## src/rtl/router_pkg.sv

```systemverilog
// rtl/router_pkg.sv - shared state type, LFSR constants and header packing for the router packet source
package router_pkg;

  typedef enum logic [1:0] {IDLE, HDR, PAY, PAR} state_e;

  // Galois feedback mask for x^16 + x^14 + x^13 + x^11 + 1
  localparam logic [15:0] LFSR_TAPS     = 16'hB400;
  localparam logic [15:0] LFSR_SEED_DEF = 16'hACE1;

  function automatic logic [15:0] lfsr_step(input logic [15:0] v);
    return {1'b0, v[15:1]} ^ (v[0] ? LFSR_TAPS : 16'h0000);
  endfunction

  function automatic logic [31:0] pack_hdr(input logic [31:0] len, input logic [31:0] addr,
                                           input int addr_w);
    return (len << addr_w) | addr;
  endfunction

endpackage

```

## src/rtl/router_pkt_src_if.sv

```systemverilog
// rtl/router_pkt_src_if.sv - router ingress beat bus between packet source and router
interface router_pkt_src_if #(
  parameter int DATA_W = 8
);
  logic [DATA_W-1:0] data_out;
  logic              pkt_valid;
  logic              parity_slot;
  logic              busy;

  modport master (output data_out, output pkt_valid, output parity_slot, input busy);
  modport slave  (input data_out, input pkt_valid, input parity_slot, output busy);
endinterface

```

## src/rtl/router_lfsr.sv

```systemverilog
// rtl/router_lfsr.sv - 16-bit Galois payload LFSR, reusable by the router checker
module router_lfsr
  import router_pkg::*;
#(
  parameter logic [15:0] SEED  = LFSR_SEED_DEF,
  parameter int          OUT_W = 8
) (
  input  logic             clk,
  input  logic             resetn,
  input  logic             en,
  output logic [OUT_W-1:0] value,
  output logic [OUT_W-1:0] value_nxt
);

  logic [15:0] lfsr_q, lfsr_d, lfsr_adv;

  always_comb begin
    lfsr_adv = lfsr_step(lfsr_q);
    lfsr_d   = en ? lfsr_adv : lfsr_q;
  end

  always_ff @(posedge clk or negedge resetn) begin
    if (!resetn) lfsr_q <= SEED;
    else         lfsr_q <= lfsr_d;
  end

  assign value     = OUT_W'(lfsr_q);
  assign value_nxt = OUT_W'(lfsr_adv);

endmodule

```

## src/rtl/router_pkt_src.sv

```systemverilog
// rtl/router_pkt_src.sv - router packet source: header, LFSR payload, XOR parity
// Optional PKT_SRC_ERR_INJECT_EN adds err_inj to invert the parity beat.
module router_pkt_src
  import router_pkg::*;
#(
  parameter int          DATA_W    = 8,
  parameter int          NUM_CH    = 3,
  parameter int          ADDR_W    = 2,
  parameter logic [15:0] LFSR_SEED = 16'hACE1,
  parameter int          CNT_W     = 16,
  localparam int         LEN_W     = DATA_W - ADDR_W
) (
  input  logic              clk,
  input  logic              resetn,
  input  logic              start,
  input  logic [ADDR_W-1:0] cfg_addr,
  input  logic [LEN_W-1:0]  cfg_len,
`ifdef PKT_SRC_ERR_INJECT_EN
  input  logic              err_inj,
`endif
  router_pkt_src_if.master  rif,
  output logic              active,
  output logic              done,
  output logic              cfg_err,
  output logic [CNT_W-1:0]  pkt_cnt
);

  state_e            state_q, state_d;
  logic [DATA_W-1:0] data_q, data_d;
  logic [DATA_W-1:0] par_q, par_d;
  logic              pkt_valid_q, pkt_valid_d;
  logic              parity_slot_q, parity_slot_d;
  logic              active_q, active_d;
  logic              done_q, done_d;
  logic              cfg_err_q, cfg_err_d;
  logic [LEN_W-1:0]  len_q, len_d;
  logic [LEN_W-1:0]  beat_q, beat_d;
  logic [CNT_W-1:0]  cnt_q, cnt_d;
  logic              inj_q, inj_d;

  logic              lfsr_en;
  logic [DATA_W-1:0] lfsr_val, lfsr_nxt;
  logic              xfer, addr_ok, launch, inj_in;
  logic [DATA_W-1:0] hdr, par_upd;

`ifdef PKT_SRC_ERR_INJECT_EN
  assign inj_in = err_inj;
`else
  assign inj_in = 1'b0;
`endif

  assign xfer    = !rif.busy;
  assign addr_ok = int'(cfg_addr) < NUM_CH;
  assign hdr     = DATA_W'(pack_hdr(32'(cfg_len), 32'(cfg_addr), ADDR_W));
  assign par_upd = par_q ^ data_q;

  router_lfsr #(
    .SEED  (LFSR_SEED),
    .OUT_W (DATA_W)
  ) u_lfsr (
    .clk       (clk),
    .resetn    (resetn),
    .en        (lfsr_en),
    .value     (lfsr_val),
    .value_nxt (lfsr_nxt)
  );

  always_comb begin
    state_d       = state_q;
    data_d        = data_q;
    par_d         = par_q;
    pkt_valid_d   = pkt_valid_q;
    parity_slot_d = parity_slot_q;
    active_d      = active_q;
    len_d         = len_q;
    beat_d        = beat_q;
    cnt_d         = cnt_q;
    inj_d         = inj_q;
    done_d        = 1'b0;
    cfg_err_d     = 1'b0;
    lfsr_en       = 1'b0;
    launch        = 1'b0;

    case (state_q)
      IDLE: launch = 1'b1;
      HDR: if (xfer) begin
        beat_d = '0;
        if (len_q != '0) begin
          state_d = PAY;
          data_d  = lfsr_val;
        end else begin
          state_d       = PAR;
          data_d        = inj_q ? ~par_q : par_q;
          pkt_valid_d   = 1'b0;
          parity_slot_d = 1'b1;
        end
      end
      PAY: if (xfer) begin
        lfsr_en = 1'b1;
        par_d   = par_upd;
        beat_d  = beat_q + 1'b1;
        if (beat_q == len_q - 1'b1) begin
          state_d       = PAR;
          data_d        = inj_q ? ~par_upd : par_upd;
          pkt_valid_d   = 1'b0;
          parity_slot_d = 1'b1;
        end else begin
          data_d = lfsr_nxt;
        end
      end
      PAR: if (xfer) begin
        state_d       = IDLE;
        data_d        = '0;
        parity_slot_d = 1'b0;
        active_d      = 1'b0;
        done_d        = 1'b1;
        cnt_d         = cnt_q + 1'b1;
        // the parity hand-off edge also samples start, so packets chain without a gap
        launch        = 1'b1;
      end
      default: state_d = IDLE;
    endcase

    if (launch && start) begin
      if (addr_ok) begin
        state_d       = HDR;
        data_d        = hdr;
        par_d         = hdr;
        pkt_valid_d   = 1'b1;
        parity_slot_d = 1'b0;
        active_d      = 1'b1;
        len_d         = cfg_len;
        inj_d         = inj_in;
      end else begin
        cfg_err_d = 1'b1;
      end
    end
  end

  always_ff @(posedge clk or negedge resetn) begin
    if (!resetn) begin
      state_q       <= IDLE;
      data_q        <= '0;
      par_q         <= '0;
      pkt_valid_q   <= 1'b0;
      parity_slot_q <= 1'b0;
      active_q      <= 1'b0;
      done_q        <= 1'b0;
      cfg_err_q     <= 1'b0;
      len_q         <= '0;
      beat_q        <= '0;
      cnt_q         <= '0;
      inj_q         <= 1'b0;
    end else begin
      state_q       <= state_d;
      data_q        <= data_d;
      par_q         <= par_d;
      pkt_valid_q   <= pkt_valid_d;
      parity_slot_q <= parity_slot_d;
      active_q      <= active_d;
      done_q        <= done_d;
      cfg_err_q     <= cfg_err_d;
      len_q         <= len_d;
      beat_q        <= beat_d;
      cnt_q         <= cnt_d;
      inj_q         <= inj_d;
    end
  end

  assign rif.data_out    = data_q;
  assign rif.pkt_valid   = pkt_valid_q;
  assign rif.parity_slot = parity_slot_q;
  assign active          = active_q;
  assign done            = done_q;
  assign cfg_err         = cfg_err_q;
  assign pkt_cnt         = cnt_q;

endmodule

```

## src/flat_wrapper.sv

```systemverilog
// flat-port wrapper written by rule: the top's interface ports become plain ports
module router_pkt_src_flat import router_pkg::*;
#(
  parameter int          DATA_W    = 8,
  parameter int          NUM_CH    = 3,
  parameter int          ADDR_W    = 2,
  parameter logic [15:0] LFSR_SEED = 16'hACE1,
  parameter int          CNT_W     = 16,
  localparam int         LEN_W     = DATA_W - ADDR_W
)
  (clk, resetn, start, cfg_addr, cfg_len, active, done, cfg_err, pkt_cnt, rif_data_out, rif_pkt_valid, rif_parity_slot, rif_busy);
  router_pkt_src_if #(.DATA_W(DATA_W)) rif_i ();
  input  logic clk;
  input  logic resetn;
  input  logic start;
  input  logic [ADDR_W-1:0] cfg_addr;
  input  logic [LEN_W-1:0] cfg_len;
  output logic active;
  output logic done;
  output logic cfg_err;
  output logic [CNT_W-1:0] pkt_cnt;
  output wire logic [$bits(rif_i.data_out)-1:0] rif_data_out;
  output wire logic [$bits(rif_i.pkt_valid)-1:0] rif_pkt_valid;
  output wire logic [$bits(rif_i.parity_slot)-1:0] rif_parity_slot;
  input wire logic [$bits(rif_i.busy)-1:0] rif_busy;
  assign rif_data_out = rif_i.data_out;
  assign rif_pkt_valid = rif_i.pkt_valid;
  assign rif_parity_slot = rif_i.parity_slot;
  assign rif_i.busy = rif_busy;
  router_pkt_src #(.DATA_W(DATA_W), .NUM_CH(NUM_CH), .ADDR_W(ADDR_W), .LFSR_SEED(LFSR_SEED), .CNT_W(CNT_W)) u_core (.clk(clk), .resetn(resetn), .start(start), .cfg_addr(cfg_addr), .cfg_len(cfg_len), .rif(rif_i), .active(active), .done(done), .cfg_err(cfg_err), .pkt_cnt(pkt_cnt));
endmodule
```

## config.mk

```make
export PLATFORM = sky130hd
export DESIGN_NAME = router_pkt_src_flat
export DESIGN_NICKNAME = d
export VERILOG_FILES = /design/src/rtl/router_pkg.sv /design/src/rtl/router_pkt_src_if.sv /design/src/rtl/router_lfsr.sv /design/src/rtl/router_pkt_src.sv /design/src/flat_wrapper.sv
export SDC_FILE = /design/constraint.sdc
export NUM_CORES = 1
export LEC_CHECK = 0
export ABC_CLOCK_PERIOD_IN_PS = 2400
export BUFFER_PORTS_ARGS = -buffer_cell sky130_fd_sc_hd__buf_2
export CAP_MARGIN = 30
export CORE_AREA = 4 4 86 88
export DETAILED_ROUTE_END_ITERATION = 8
export DIE_AREA = 0 0 90 92
export PLACE_DENSITY = 0.76
export SLEW_MARGIN = 20
export SYNTH_ARGS = -nofsm -noshare
export SYNTH_HDL_FRONTEND = slang
export SYNTH_SLANG_ARGS = --single-unit
export TNS_END_PERCENT = 20
```

## constraint.sdc

```tcl
create_clock -name clk -period 2.4 [get_ports clk]
set_clock_uncertainty 0.1 [all_clocks]
set_input_delay 0.12 -clock clk [delete_from_list [all_inputs] [get_ports clk]]
set_output_delay 0.12 -clock clk [all_outputs]
set_load 0.03 [all_outputs]
```

# Word-level counts from Yosys, hierarchy flattened
# Cells that the tools add are included.
[totals] register_bits=67 latch_bits=0 mem_bits_rw=0 romBits=0 inputBits=12 output_inout_bits=29 elab_cells=82 n_memories=0
[op_classes] n_addsub=3 mul=0 div_mod_pow=0 n_lt_le_gt_ge=1 eq_ne=6 shift=0 mux=49 bitwise_logic=4 n_reduce_logical=7
[ops] cell="$mux W8" n=11
[ops] cell="$pmux W8 S3" n=1
[ops] cell="$mux W1" n=23
[ops] cell="$add A16 B1 Y16 const B" n=1
[ops] cell="$mux W16" n=1
[ops] cell="$xor A15 B16 Y16" n=1
[ops] cell="$mux W2" n=6
[ops] cell="$mux W6" n=2
[ops] cell="$pmux W6 S2" n=1
[ops] cell="$or A8 B2 Y8" n=1
[ops] cell="$xor A8 B8 Y8" n=1
[ops] cell="$add A6 B1 Y6 const B" n=1
[ops] cell="$eq A6 B6 Y1" n=1
[ops] cell="$pmux W2 S3" n=1
[ops] cell="$reduce_bool A6 Y1" n=1
[ops] cell="$sub A6 B1 Y6 const B" n=1
[ops] cell="$eq A2 B2 Y1 const B" n=2
[ops] cell="$ne A2 B2 Y1 const B" n=2
[ops] cell="$pmux W1 S2" n=2
[ops] cell="$reduce_and A2 Y1" n=2
[ops] cell="$pmux W1 S3" n=1
[ops] cell="$reduce_and A3 Y1" n=1
[ops] cell="$eq A2 B1 Y1 const B" n=1
[ops] cell="$logic_not A2 Y1" n=1
[ops] cell="4 further kinds" n=4

# Longest topological paths before layout
[depth] depth_word=7 depth_mapped=9 mapped_depth_nobuf=8

# By module
# Synthesis repeated with hierarchy kept, for this count alone.
[hier_totals] hier_cells=377 area_unflattened_um2=3712.3
[by_module_without_submodules] module="router_pkt_src" instances=1 cells_per_inst=321 area_per_inst_um2=2936.6 seq_area_each_um2=1276.2
[by_module_without_submodules] module="router_lfsr" instances=1 cells_per_inst=56 area_per_inst_um2=775.7 seq_area_each_um2=410.4

# Least setup slack after synthesis
# OpenSTA, ideal clock, no wires.
[synth_path] path_kind="reg-to-reg" start="reg u_core.len_q[2]" end="reg u_core.data_q[6], in the netlist u_core.rif.data_out[6]" setup_ns=0.126 arrival_time_ns=1.929 required_ns=2.174 setup_slack_ns=0.245 stages_incl_launch_ff=8 n_path_buf=1 path_cell_list="dfrtp_1 > nor4_1 > and2_1 > buf_2 > mux2_1 > a221oi_1 > nor2_1 > a221o_1"
[synth_via] elab_chain_cells=7
[synth_lines] item="start: declaration" line="router_pkt_src.sv:36" text="logic [LEN_W-1:0] len_q, len_d;"
[synth_lines] item="start signal: assignment" line="router_pkt_src.sv:163" text="len_q <= len_d;"
[synth_lines] item="$sub A6 B1 Y6" line="router_pkt_src.sv:102" text="if (beat_q == len_q - 1'b1) begin"
[synth_lines] item="$eq A6 B6 Y1" line="router_pkt_src.sv:102"
[synth_lines] item="$mux W8" line="router_pkt_src.sv:102"
[synth_lines] item="$mux W8" line="router_pkt_src.sv:98" text="PAY: if (xfer) begin"
[synth_lines] item="$pmux W8 S3 *" line="router_pkt_src.sv:84" text="case (state_q)"
[synth_lines] item="$mux W8" line="router_pkt_src.sv:125" text="if (addr_ok) begin"
[synth_lines] item="$mux W8 *" line="router_pkt_src.sv:124" text="if (launch && start) begin"
[synth_lines] item="named net u_core.data_d[6]" line="router_pkt_src.sv:29" text="logic [DATA_W-1:0] data_q, data_d;"
[synth_lines] item="end signal: assignment" line="router_pkt_src.sv:156" text="data_q <= data_d;"
[synth_lines] item="end: declaration" line="router_pkt_src.sv:29"
# The timed path passes the listed nets; every way through them passes the cells marked *.
# A chain may end at the register's enable or synchronous reset.

# Worst setup path in the final report
[layout_path] start="reg u_core.len_q[0]" end="reg u_core.data_q[4], in the netlist u_core.rif.data_out[4]"
# The elaborated chain is that of the path after synthesis.

==> run summary <==
top-count cell post-synth = nand2_1
Primary FF master, synth = dfrtp_1
initial drt markers = 126
Tcrit/Tclk final = 95.73%
crit path time final = 2.298 ns
Avg Cell Area, Syn = 9.432 µm²
library cells used by synthesis = 42
Pwr Density = 1141 mW/mm²
Switching Share = 41.90%
status = complete, no violations
HPWL after DPL = 5.825 mm
placed cells = 506
vias in the first global route = 2919
total congestion overflow = 0
Leakage = 2.067 nW
maxcap violations = 0
top layer in use = met4
fill count = 523
Post-synth EDFFs = 0
area of the multi-input gates = 0.001800 mm²
Root Buffer = clkbuf_8
Crit path arrival time = 2.43 ns
total power = 4.930 mW
H-Tree Depth = 3
WL met1 = 3.676 mm
Hold Vio Cnt, Final = 0
Hold EP = u_core.done
final core utilization = 65.03%
CTS Buffer Depth = 2
clock-pin slew on the worst setup and hold paths = 0.08 ns
Max Clk Rate = 435.3 MHz
Routed Antenna Nets = 0
reg-to-reg slack, setup = 0.10 ns
WL per Instance = 15.22 µm
met3 wire len = 407 µm
critical path required time = 2.53 ns
Setup-failing EPs final = 0
internal power = 2.864 mW
Synth top area share = 41.52%
P_sw = 2.065 mW
initial antenna violation count = 0
first-pass GRT wire length = 14.01 mm
Routed Wire Length = 8.098 mm
I/O Buffers = 40
Skew-Pair Late Insertion Delay = 0.35 ns
leading area contributor after synthesis = dfrtp_1
first-pass iteration count of the detailed router = 4
# clock sinks = 67
Reg area = 0.001687 mm²
FF-to-FF path depth = 9
Tot GR Track Use = 20.93%
Worst Tran Pin Value = 0.7213 ns
antenna fix cells = 0
logic gate share of total power = 45.6%
worst min-delay path category = primary input to register
Post-CTS Setup Inserts = 0
Max FO, Critical Path = 5
critical path class = register to register
chip width = 90 µm
Starting Density = 53.52%
Worst Hold Depth = 3
Post-Synthesis Net Count = 398
maximum VDD drop = 0.0005841 V
Clk pwr share = 19.5%
vias per inst = 5.521
Hold Startpoint = rif_busy
FF+latch count, synth = 67
post-synthesis cell area = 0.003556 mm²
Die Y = 92 µm
routed wl met2 = 3.868 mm
Die Area = 0.008280 mm²
sequential fraction of the synthesis area = 47.43%
Startpoint Class = register
Rows = 30
reg2reg start = u_core.len_q[0]
Worst setup EP type = register
max-slew violation count = 0
Synth top cells by count = nand2_1, dfrtp_1, nor2_1
Net count, final = 468
largest net degree at the start of global routing = 37
Post-Layout Cell Count = 532
# IOs = 41
routability cong. = 0.8332
top cells by area, synth = dfrtp_1, nand2_1, dfstp_2
vias = 2937
layout cell share with drive strength beyond 1 = 21.90%
RR Endpoint = u_core.rif.data_out[4]
Mapped Cells = 377
Synth-to-Final Area Change = 21.50%
synth warn = 0
core outline area = 0.006644 mm²
post-synthesis async set-or-reset flop share = 100.0%
CTS tree = done
Post-route DRC = 0
total CTS buffers = 9
Sequential Power Share = 34.9%
Slew headroom = 51.91%
[logic make-up after synthesis]
| logic type | share of synthesized area, % |
|---|---|
| AOI/OAI and AO/OA | 11.61 |
| buffers and inverters | 2.885 |
| DFF | 47.43 |
| and+or+nand+nor | 18.90 |
| xor gates and xnor gates | 8.375 |
| adders and majority gates | 3.167 |
| muxes | 7.635 |
[final cells by class]
class | instances | share of cell area [%]
Timing Repair Buffer | 73 | 11.47
Inverter | 10 | 0.8688
Multi-Input combinational cell | 286 | 41.67
Tap cell | 80 | 2.317
Sequential cell | 67 | 39.04
Clock inverter | 7 | 1.767
Clock buffer | 9 | 2.867
[critical path, stage by stage, from the launching register on]
cell and delay [ns]:
dfrtp_1 0.41, inv_1 0.12, ha_1 0.19, nor3b_1 0.27, xnor2_1 0.15, nand3_1 0.13
a21oi_4 0.24, buf_4 0.19, mux2i_1 0.08, a221o_1 0.30
[registers in the layout, indices dropped and copies added (netlist names)]
| signal | cells |
|---|---|
| u_core.active | 1 |
| u_core.pkt_cnt | 16 |
| u_core.len_q | 6 |
| u_core.cfg_err | 1 |
| u_core.beat_q | 6 |
| u_core.rif.data_out | 8 |
| u_core.rif.pkt_valid | 1 |
| u_core.par_q | 8 |
| u_core.u_lfsr.lfsr_q | 16 |
| u_core.rif.parity_slot | 1 |
| u_core.done | 1 |
| u_core.state_q | 2 |
[routing by layer]
| metal | GRT usage [%] | vias to the layer above |
|---|---|---|
| met5 | 0 | - |
| met4 | 9.694 | 0 |
| met3 | 4.020 | 12 |
| met2 | 33.98 | 71 |
| met1 | 27.16 | 1425 |
| li1 | - | 1429 |
[power groups by stage]
stage | combinational [mW] | sequential (mW) | clock [mW]
after floorplan | 1.36 | 1.86 | 0
after global placement | 2.12 | 1.72 | 0
after detailed placement | 2.19 | 1.73 | 0
after CTS | 2.21 | 1.71 | 0.977
after global routing | 2.46 | 1.76 | 1.04
final | 2.25 | 1.72 | 0.959
[metrics by stage]
| stage | setup slack (ns) | hold slack (ns) | setup TNS (ns) | area (µm²) |
|---|---|---|---|---|
| 2_1_floorplan | 0.2454 | -0.2756 | 0 | 3556 |
| 5_1_grt | -0.02132 | 0.1313 | -0.06950 | 4320 |
| 3_3_place_gp | 0.1513 | 0.1166 | 0 | 3981 |
| 6_report | 0.1025 | 0.1167 | 0 | 4320 |
| 4_1_cts | 0.04498 | 0.1058 | 0 | 4287 |
| 3_5_place_dp | 0.06939 | 0.1247 | 0 | 3986 |
[layout by cell type, fill, tap and decap left out, types with 3 or more instances in the layout]
| cell type | instances |
|---|---|
| a21oi_1 | 12 |
| nand4_1 | 4 |
| nor2b_1 | 4 |
| ha_1 | 9 |
| a221o_1 | 8 |
| mux2i_1 | 17 |
| nor2_1 | 35 |
| xor2_1 | 15 |
| nand3_1 | 8 |
| buf_4 | 20 |
| clkbuf_8 | 9 |
| dfstp_2 | 8 |
| a221oi_1 | 8 |
| dlygate4sd3_1 | 10 |
| o21ai_0 | 16 |
| xnor2_1 | 19 |
| nor3_1 | 4 |
| mux2_1 | 7 |
| and3_1 | 5 |
| o21ai_1 | 3 |
| buf_2 | 41 |
| nand2_1 | 88 |
| dfrtp_1 | 59 |
| inv_1 | 10 |
[worst max path at each step]
stage | from | slack (ns) | to
3_5_place_dp | u_core.len_q[2] | 0.07 | u_core.rif.data_out[5]
5_1_grt | u_core.len_q[0] | -0.02 | u_core.rif.data_out[0]
3_3_place_gp | u_core.state_q[1] | 0.15 | u_core.rif.data_out[6]
4_1_cts | u_core.len_q[2] | 0.04 | u_core.rif.data_out[5]
6_report | u_core.len_q[0] | 0.10 | u_core.rif.data_out[4]
2_1_floorplan | u_core.len_q[2] | 0.25 | u_core.rif.data_out[6]
[what timing repair did]
item,in CTS,in global routing
endpoints found under the setup margin,0,7
hold buffers,10,0
gates resized for setup,0,7
endpoints found under the hold margin,44,0
Note: power is estimated with default switching activity, not from simulation.
